===== src/rtl/load_store_unit_pkg.sv =====
// Shared constants and FSM state type for the load/store unit and its data memory.
// Also used by benches that model the memory side of the LSU.
package constants;

    localparam int WORD_SIZE = 19;
    localparam int DM_DEPTH  = 1024;
    localparam int DM_ADDR_W = $clog2(DM_DEPTH);

    typedef enum logic [1:0] {IDLE, ACCESS, CAPTURE, RESP} lsu_state_t;

endpackage


===== src/rtl/load_store_unit.sv =====
// Load/store unit: sequences one CPU request into a single memory enable pulse and holds the response.
// Optional feature: define LSU_BOUNDS_CHECK_EN to fault requests with req_addr >= DM_DEPTH.
module load_store_unit #(
    parameter int WORD_SIZE = constants::WORD_SIZE,
    parameter int DM_DEPTH  = constants::DM_DEPTH,
    parameter int DM_ADDR_W = constants::DM_ADDR_W
) (
    input  logic                 clk,
    input  logic                 RESET_N,
    input  logic                 req_valid,
    output logic                 req_ready,
    input  logic                 req_we,
    input  logic [WORD_SIZE-1:0] req_addr,
    input  logic [WORD_SIZE-1:0] req_wdata,
    output logic                 resp_valid,
    input  logic                 resp_ready,
    output logic [WORD_SIZE-1:0] resp_rdata,
    output logic                 resp_err,
    output logic                 WR_EN_DM,
    output logic                 RD_EN_DM,
    output logic [DM_ADDR_W-1:0] dm_addr,
    output logic [WORD_SIZE-1:0] dm_wdata,
    input  logic [WORD_SIZE-1:0] dm_rdata
);

    import constants::*;

    lsu_state_t state;
    logic       is_store;
    logic       addr_fault;

`ifdef LSU_BOUNDS_CHECK_EN
    assign addr_fault = (req_addr >= WORD_SIZE'(DM_DEPTH));
`else
    // Upper address bits are dropped so accesses wrap modulo DM_DEPTH.
    logic unused_addr_hi;
    assign unused_addr_hi = ^req_addr[WORD_SIZE-1:DM_ADDR_W];
    assign addr_fault     = 1'b0;
`endif

    // req_ready stays low while reset is held, even though state already reads IDLE.
    assign req_ready  = RESET_N && (state == IDLE);
    assign resp_valid = (state == RESP);

    always_ff @(posedge clk or negedge RESET_N) begin
        if (!RESET_N) begin
            state      <= IDLE;
            is_store   <= 1'b0;
            WR_EN_DM   <= 1'b0;
            RD_EN_DM   <= 1'b0;
            dm_addr    <= '0;
            dm_wdata   <= '0;
            resp_rdata <= '0;
            resp_err   <= 1'b0;
        end else begin
            case (state)
                IDLE: begin
                    if (req_valid) begin
                        is_store <= req_we;
                        if (addr_fault) begin
                            resp_rdata <= '0;
                            resp_err   <= 1'b1;
                            state      <= RESP;
                        end else begin
                            dm_addr  <= req_addr[DM_ADDR_W-1:0];
                            dm_wdata <= req_wdata;
                            WR_EN_DM <= req_we;
                            RD_EN_DM <= !req_we;
                            state    <= ACCESS;
                        end
                    end
                end
                ACCESS: begin
                    WR_EN_DM <= 1'b0;
                    RD_EN_DM <= 1'b0;
                    if (is_store) begin
                        resp_rdata <= '0;
                        resp_err   <= 1'b0;
                        state      <= RESP;
                    end else begin
                        state <= CAPTURE;
                    end
                end
                CAPTURE: begin
                    // Memory output register was loaded on the closing edge of ACCESS.
                    resp_rdata <= dm_rdata;
                    resp_err   <= 1'b0;
                    state      <= RESP;
                end
                RESP: begin
                    if (resp_ready) state <= IDLE;
                end
                default: state <= IDLE;
            endcase
        end
    end

endmodule


===== config.mk =====
export PLATFORM = sky130hd
export DESIGN_NAME = load_store_unit
export DESIGN_NICKNAME = d
export VERILOG_FILES = /design/src/rtl/load_store_unit_pkg.sv /design/src/rtl/load_store_unit.sv
export SDC_FILE = /design/constraint.sdc
export NUM_CORES = 1
export LEC_CHECK = 0
export BUFFER_PORTS_ARGS = -buffer_cell sky130_fd_sc_hd__clkbuf_2
export CORE_MARGIN = 1
export CORE_UTILIZATION = 40
export DETAILED_ROUTE_END_ITERATION = 6
export GPL_ROUTABILITY_DRIVEN = 1
export GPL_TIMING_DRIVEN = 0
export PLACE_DENSITY = 0.71
export RECOVER_POWER = 100
export SYNTH_ARGS = -nofsm -noshare
export SYNTH_HDL_FRONTEND = slang
export SYNTH_SLANG_ARGS = --single-unit

===== constraint.sdc =====
create_clock -name clk -period 1.9 [get_ports clk]
set_input_delay 0.38 -clock clk [delete_from_list [all_inputs] [get_ports clk]]
set_output_delay 0.38 -clock clk [all_outputs]
set_load 0.005 [all_outputs]

==> run summary, run 1 <==
Cells after Synth = 177
Clock Path Buffers = 2
CP endpoint kind = flop
Dpl cell area = 2940 µm²
First-pass GRT wire length = 7550 µm
Post-route DRC = 0
Worst flop-to-flop path startpoint = state[1]$_DFFE_PN0P_
PnR worst setup slack = 0.142 ns
Resized Gates After CTS = 1
CP bufs+invs = 2
Core Box Area = 5570 µm²
VDD IR max = 0.622 mV
Starting Density = 41.8%
Vias in the first global route = 1596
Synthesized flop and latch total = 53
Post-synthesis cell type count = 28
Post-synth net total = 244
Post-Syn Area per Cell = 13.2 µm²
CP Launch Type = flop
Layout cells sized above 1 = 39.6%
Clock transition at path regs = 0.09 ns
Hold Vio Cnt, Final = 0
Synth warnings = 0
Final Instance Area = 2910 µm²
Max-cap violations = 0
Footprint of the multi-input gates = 798 µm²
Mapped Area = 2330 µm²
Static Leak = 1.51 nW
Most common cell after layout, fill and taps aside = clkbuf_2
Worst R2R Setup Slack = 0.14 ns
TritonCTS clock tree = built
I/O pins = 115
ANT nets after route = 0
CTS Buf Count = 5
Hold buffers post-CTS = 0
First-pass DRT Iterations = 4
CTS Sinks = 53
Pwr/cell area = 1470 nW/µm²
Commonest non-fill, non-tap cells in the layout = clkbuf_2 (84), dfrtp_1 (53), nand2_1 (41)
Crit path DAT = 1.94 ns
Filler cells = 538
N_diodes = 0
Die area = 6130 µm²
CP Cell Sequence = inv_1 > ha_1 > nand2_1 > clkbuf_2 > mux2_4
Crit Path Category = flop to flop
Layout net count = 355
Final setup violation count = 0
DR WL/cell = 12.8 µm
Pre-CTS WS = -0.293 ns
Initial antenna violation count = 0
Max Slew Vio Count = 0
Slowest cell on crit path = dfrtp_1
Status = completed
1st-iter DRT viols = 64
Drt via density = 4.56
Area delta synth->final = 24.8%
CP max FO = 10
Grt total ovfl = 0
Overall Power = 0.00426 W
Period utilization = 92.5%
Final min period = 1.76 ns
Dpl hpwl = 3370 µm
Final GP Congestion = 0.759
H-tree Lvls = 2
Chip width = 78.3 µm
R2R depth = 5
Slew HR = 52.1%
CP delay by family, top = buffers and inverters
Final core occ = 52.2%
Vias = 1641
Final hold slack = 0.145 ns
Root Driver = clkbuf_8
FF+latch area = 1330 µm²
Slowest stage delay, CP = 0.43 ns
Worst Path Required = 2.08 ns
Latest clock arrival within the worst-skew pair = 0.30 ns
Fmax = 569 MHz
IO Port Bufs = 104
Register area share after synthesis = 56.9%
Row cnt = 27
Worst-Margin Slew = 0.719 ns
Gr usage total = 15.7%
Post-CTS Setup Inserts = 0
Final Skew = 0.00660 ns
Min-delay worst type = primary input to asynchronous set/reset pin
DIE HEIGHT = 78.3 µm
R2r endpoint = dm_wdata[13]$_DFFE_PN0P_
RSZ-0062 raised after global routing = false
Largest net degree at the start of global routing = 55
Post-Route WL = 4600 µm
-- stage by stage --
stage | std cells | TNS [ns]
CTS | 360 | 0
global route | 360 | 0
finish | 360 | 0
detailed placement | 353 | -0.293
floorplan | 177 | 0
global placement | 353 | -0.271
-- routing by layer --
metal | vias up | global-route usage, % | routed length (µm)
li1 | 809 | - | -
met1 | 775 | 20.1 | 2080
met2 | 51 | 26.6 | 2260
met3 | 6 | 3.26 | 205
met4 | 0 | 5.00 | 56
met5 | - | 0 | 0
-- cell usage after synthesis, drive strengths merged --
master | count | share of area [%]
nor2b | 1 | 0.59
dlymetal6s2s | 1 | 0.54
o21ai | 21 | 5.0
and3 | 1 | 0.27
a211oi | 1 | 0.32
a211o | 1 | 0.38
conb | 1 | 0.16
ha | 5 | 2.7
mux2i | 1 | 0.43
nor2 | 1 | 0.16
a21oi | 2 | 0.43
clkbuf | 1 | 0.21
a21o | 1 | 0.32
a2bb2oi | 1 | 0.38
inv | 4 | 0.64
dfrtp | 53 | 57
nand2 | 41 | 6.7
a22oi | 1 | 0.32
and2 | 1 | 0.27
buf | 8 | 4.1
mux2 | 30 | 19
-- power by group --
part | switching, W | internal (W)
Clock | 0.000342 | 0.000289
Sequential | 0.000246 | 0.00158
Combinational | 0.000852 | 0.000959
-- worst max path at each step --
stage	startpoint	endpoint	slack, ns	cells after the start
after global placement	RESET_N	req_ready	-0.27	3
after global routing	state[1]$_DFFE_PN0P_	dm_wdata[10]$_DFFE_PN0P_	0.03	5
after CTS	state[0]$_DFFE_PN0P_	req_ready	0.12	4
after detailed placement	RESET_N	req_ready	-0.29	3
final	state[1]$_DFFE_PN0P_	dm_wdata[13]$_DFFE_PN0P_	0.14	5
after floorplan	state[0]$_DFFE_PN0P_	state[1]$_DFFE_PN0P_	0.46	5
-- sequential cells by signal, indices dropped and copies added (netlist names) --
signal / count
resp_rdata: 19
RD_EN_DM: 1
state: 2
WR_EN_DM: 1
dm_wdata: 19
is_store: 1
dm_addr: 10
-- cell families (layout without fill, tap and decap cells) --
group	Yosys count	in the layout	synth area share (%)
and+or+nand+nor	45	45	8.00
buffers and inverters	14	125	5.48
AOI/OAI and AO/OA	28	28	7.14
other	1	1	0.161
muxes	31	31	19.6
adders and majority gates	5	5	2.69
DFF	53	53	56.9
-- layout make-up --
class,count,area share (%)
buffer,10,3.14
timing repair buffer,104,17.1
tap,72,3.10
clock inverter,1,0.258
clock buffer,6,2.84
multi-input combinational,110,27.5
inverter,4,0.516
sequential,53,45.6
Power figures use the tool's default switching activity.
==> run 2, diff against run 1 <==
CTS_CLUSTER_DIAMETER = 60   (was default)
SETUP_SLACK_MARGIN = 0.15   (was default)
SLEW_MARGIN = 20   (was default)
==> run 2 against run 1 <==
Compared with the run above: clock power about the same; utilization up 0.40 points; via count up 0.49%; non-clock buffer count up 2; final area up 0.77%; clock skew up 0.0016 ns; critical path depth unchanged; die area unchanged; register-to-register slack better by 0.03 ns; total power up 0.45%; flip-flop and latch count unchanged; critical path type unchanged.
==> run summary, run 2 (synthesis gave the netlist of run 1 again) <==
Status = completed
Grt met2 use = 26.3%
Final Skew = 0.00823 ns
I/O pins = 115
Commonest non-fill, non-tap cells in the layout = clkbuf_2 (85), dfrtp_1 (53), nand2_1 (41)
Drt via density = 4.56
First-pass GRT wire length = 7580 µm
Crit Path Category = flop to flop
Dpl hpwl = 3370 µm
Fmax = 578 MHz
Starting Density = 41.8%
Core Box Area = 5570 µm²
CP delay by family, top = buffers and inverters
Largest net degree at the start of global routing = 55
Latest clock arrival within the worst-skew pair = 0.30 ns
Grt total ovfl = 0
Final setup violation count = 0
First-pass DRT Iterations = 4
R2r endpoint = dm_wdata[10]$_DFFE_PN0P_
Final GP Congestion = 0.759
Pwr/cell area = 1460 nW/µm²
Hold buffers post-CTS = 0
CP bufs+invs = 2
Die area = 6130 µm²
Worst R2R Setup Slack = 0.17 ns
Crit path DAT = 1.92 ns
Hold Vio Cnt, Final = 0
Max-cap violations = 0
VDD IR max = 0.615 mV
Vias = 1649
DR WL/cell = 12.7 µm
Min-delay worst type = primary input to asynchronous set/reset pin
DIE HEIGHT = 78.3 µm
Initial antenna violation count = 0
Most common cell after layout, fill and taps aside = clkbuf_2
Post-Route WL = 4580 µm
CP Launch Type = flop
Grt peak-use layer = met2
Final min period = 1.73 ns
Gr usage total = 16.0%
Clock Path Buffers = 2
Vias in the first global route = 1562
CP max FO = 10
CTS Buf Count = 5
Layout cells sized above 1 = 39.7%
Max Slew Vio Count = 0
CP endpoint kind = flop
R2R depth = 5
Regs by FF count = dm_wdata x19, resp_rdata x19, dm_addr x10
CP Cell Sequence = inv_1 > ha_1 > nand2_1 > clkbuf_2 > mux2_1
Post-route DRC = 0
Root Driver = clkbuf_8
CTS Sinks = 53
H-tree Lvls = 2
Chip width = 78.3 µm
Worst Path Required = 2.09 ns
RSZ-0062 raised after global routing = true
Overall Power = 0.00428 W
Slowest stage delay, CP = 0.42 ns
Row cnt = 27
Area delta synth->final = 25.8%
Pre-CTS WS = 0.146 ns
Grt met3 use = 3.14%
Clock transition at path regs = 0.09 ns
Layout net count = 357
Met1 usage = 21.0%
Worst flop-to-flop path startpoint = state[1]$_DFFE_PN0P_
PnR worst setup slack = 0.169 ns
Slowest cell on crit path = dfrtp_1
TNS Setup = 0 ns
TritonCTS clock tree = built
N_diodes = 0
ANT nets after route = 0
1st-iter DRT viols = 69
IO Port Bufs = 104
Period utilization = 91.1%
Filler cells = 550
Static Leak = 1.52 nW
## run 2: what timing repair did
item	in CTS	in global routing
hold endpoints to repair	0	0
endpoints found under the setup margin	1	13
setup buffers	0	2
resized for setup	3	1
## run 2: through the flow
stage                     utilization (%)  hold WS [ns]  instance area [µm²]  instances
final                                52.6        0.0117                 2930        362
after global routing                 52.6        0.0499                 2930        362
after CTS                            54.6        0.0343                 3040        360
after detailed placement             52.8         0.465                 2940        353
after global placement               52.7         0.461                 2940        353
after floorplan                         -        0.0844                 2330        177
## run 2: area by class of cell
class	count	area [µm²]	area share (%)
sequential	53	1330	45.3
tap	72	90.1	3.07
clock inverter	1	7.51	0.256
clock buffer	6	82.6	2.82
inverter	4	15.0	0.512
timing repair buffer	106	518	17.7
multi-input combinational	110	791	27.0
buffer	10	100	3.42
## run 2: worst max-delay path by stage
stage                               startpoint                        to  slack, ns  cells after the start
final                     state[1]$_DFFE_PN0P_  dm_wdata[10]$_DFFE_PN0P_       0.17                      5
after global routing      state[1]$_DFFE_PN0P_   dm_wdata[1]$_DFFE_PN0P_       0.05                      5
after CTS                 state[1]$_DFFE_PN0P_                 req_ready       0.17                      4
after detailed placement               RESET_N                 req_ready       0.15                      3
after global placement                 RESET_N                 req_ready      -0.27                      3
after floorplan           state[0]$_DFFE_PN0P_      state[1]$_DFFE_PN0P_       0.46                      5
## run 2: routing by layer
metal | share of wire [%] | vias up
met4 | 1.5 | 0
met1 | 46 | 779
met5 | 0 | -
li1 | - | 811
met2 | 48 | 53
met3 | 4.2 | 6
## run 2: where the power goes
group	switching [W]	internal, W	total [W]
combinational	0.000862	0.000970	0.00183
sequential	0.000242	0.00158	0.00182
clock	0.000344	0.000289	0.000632
==> run 3, diff against run 2 <==
ABC_AREA = 1   (was default)
PLACE_DENSITY = 0.72   (was 0.71)
clock period = 2.2 ns   (was 1.9 ns; I/O delays follow)
==> run 3 against run 2 <==
Compared with the run above: worst hold slack better by 0.19 ns; count of clock-buffer cells in the layout is 1 higher; non-clock buffer count is 2 higher.
==> run summary, run 3 <==
Clock transition at path regs = 0.09 ns
CP endpoint kind = primary output
First-pass GRT wire length = 8640 µm
Final Instance Area = 2920 µm²
Core Box Area = 5270 µm²
Chip width = 77.1 µm
Root Driver = clkbuf_8
Static Leak = 1.71 nW
Final Skew = 0.00224 ns
PnR worst setup slack = 0.422 ns
Leading post-synthesis cells by cell area = dfrtp_1 (59%), nand2_1 (20%), nand3_1 (9.5%)
DIE HEIGHT = 77.1 µm
Starting Density = 42.8%
N_diodes = 0
Mapped Area = 2250 µm²
Final hold slack = 0.205 ns
Crit path DAT = 1.34 ns
Status = completed
Filler cells = 527
Final GP Congestion = 0.740
Clock Path Buffers = 2
Top-count cell post-synth = nand2_1
Hold buffers post-CTS = 0
Layout net count = 430
Hold Vio Cnt, Final = 0
Synth async-reset ratio = 100%
First-pass DRT Iterations = 4
TNS Setup = 0 ns
RSZ-0062 raised after global routing = false
TritonCTS clock tree = built
Final core occ = 55.5%
Row cnt = 26
Most common cell after layout, fill and taps aside = nand2_1
Gr usage total = 18.1%
DR WL/cell = 11.8 µm
Drt via density = 4.52
Initial antenna violation count = 0
Pre-CTS WS = 0.358 ns
Synthesized flop and latch total = 53
Resized Gates After CTS = 0
Cells after Synth = 252
Post-synth net total = 319
Post-synthesis cell type count = 14
Register area share after synthesis = 58.8%
Top cells by count, synth = nand2_1 (118), dfrtp_1 (53), nand3_1 (43)
H-tree Lvls = 2
Worst Path Required = 1.76 ns
Post-Syn Area per Cell = 8.95 µm²
Post-synth EDFFs = 0
Largest net degree at the start of global routing = 55
Synth Flop Type = dfrtp_1
Crit Path Category = flop to primary output
Final min period = 1.78 ns
Yosys top cell area share = 58.8%
Latest clock arrival within the worst-skew pair = 0.30 ns
CTS Buf Count = 5
ANT nets after route = 0
Min-delay worst type = primary input to asynchronous set/reset pin
CP max FO = 4
IO Port Bufs = 104
CP Launch Type = flop
Max-cap violations = 0
Commonest non-fill, non-tap cells in the layout = nand2_1 (119), clkbuf_2 (78), dfrtp_1 (53)
Layout cells sized above 1 = 26.6%
Period utilization = 80.8%
Pwr/cell area = 1330 nW/µm²
Grt total ovfl = 0
1st-iter DRT viols = 109
I/O pins = 115
Vias = 1962
VDD IR max = 0.571 mV
Post-CTS Setup Inserts = 0
Slew HR = 51.8%
Regs by FF count = dm_wdata x19, resp_rdata x19, dm_addr x10
Area delta synth->final = 29.7%
Dpl hpwl = 3670 µm
Post-route DRC = 0
Dominant cell type by area after synthesis = dfrtp_1
Worst-Margin Slew = 0.722 ns
CTS Sinks = 53
Die area = 5940 µm²
Post-Route WL = 5130 µm
Vias in the first global route = 1905
Final setup violation count = 0
Synth warnings = 0
Fmax = 563 MHz
Dpl cell area = 2870 µm²
Max Slew Vio Count = 0
[run 3: cell count changes after synthesis, sizes merged, moves of 2 or more]
cell   before  now
a21oi       2    0
buf         8   13
inv         4   11
mux2       30    0
nand2      41  121
nand3       0   43
o21ai      21    4
[run 3: worst max-delay path: stages (launching register included)]
cell and delay, ns:
dfrtp_1 0.43, inv_1 0.14, ha_1 0.22, nand2_1 0.06, inv_1 0.07, clkbuf_1 0.12
[run 3: kinds of logic after synthesis]
family                     count (synthesis)  synth area share (%)
DFF                                       53                  58.8
AOI/OAI and AO/OA                          4                 0.888
other                                      1                 0.166
and+or+nand+nor                          164                  30.5
adders and majority gates                  5                  2.77
buffers and inverters                     25                  6.88
[run 3: final timing paths]
kind | start | to | slack (ns) | cells after the start
worst max-delay path | state[0]$_DFFE_PN0P_ | req_ready | 0.42 | 5
worst min-delay path | RESET_N | dm_addr[7]$_DFFE_PN0P_ | 0.20 | 1
worst max register to register | state[0]$_DFFE_PN0P_ | WR_EN_DM$_DFFE_PN0P_ | 0.50 | 7
worst min register to register | dm_wdata[18]$_DFFE_PN0P_ | dm_wdata[18]$_DFFE_PN0P_ | 0.48 | 2
max in group asynchronous | RESET_N | resp_rdata[11]$_DFFE_PN0P_ | 1.51 | 1
min in group clk | req_wdata[2] | dm_wdata[2]$_DFFE_PN0P_ | 0.33 | 3
[run 3: per-stage QoR]
step / std cells / power [W]
final: 434 / 0.00388
after global routing: 434 / 0.00423
after CTS: 434 / 0.00403
after detailed placement: 426 / 0.00334
after global placement: 426 / 0.00328
after floorplan: 252 / 0.00262
[run 3: report_power, final]
group | internal, W | total (W) | switching [W]
sequential | 0.00139 | 0.00163 | 0.000233
clock | 0.000371 | 0.000680 | 0.000309
combinational | 0.000658 | 0.00158 | 0.000921
[run 3: per-layer routing]
| layer | wire, µm | part of all wire, % | track usage [%] | up-vias |
|---|---|---|---|---|
| met5 | 0 | 0 | 0 | - |
| met4 | 91 | 1.8 | 6.79 | 0 |
| met3 | 299 | 5.8 | 4.29 | 8 |
| met2 | 2380 | 46 | 29.6 | 62 |
| met1 | 2350 | 46 | 23.4 | 888 |
| li1 | - | - | - | 1004 |
[run 3: layout make-up]
class | count | area (µm²) | area share, %
Clock buffer | 7 | 86.3 | 2.95
Clock inverter | 1 | 30.0 | 1.03
Timing Repair Buffer | 104 | 492 | 16.8
Sequential cell | 53 | 1330 | 45.4
Buffer | 14 | 90.1 | 3.08
Tap cell | 70 | 87.6 | 3.00
Multi-Input combinational cell | 174 | 771 | 26.4
Inverter | 11 | 41.3 | 1.41
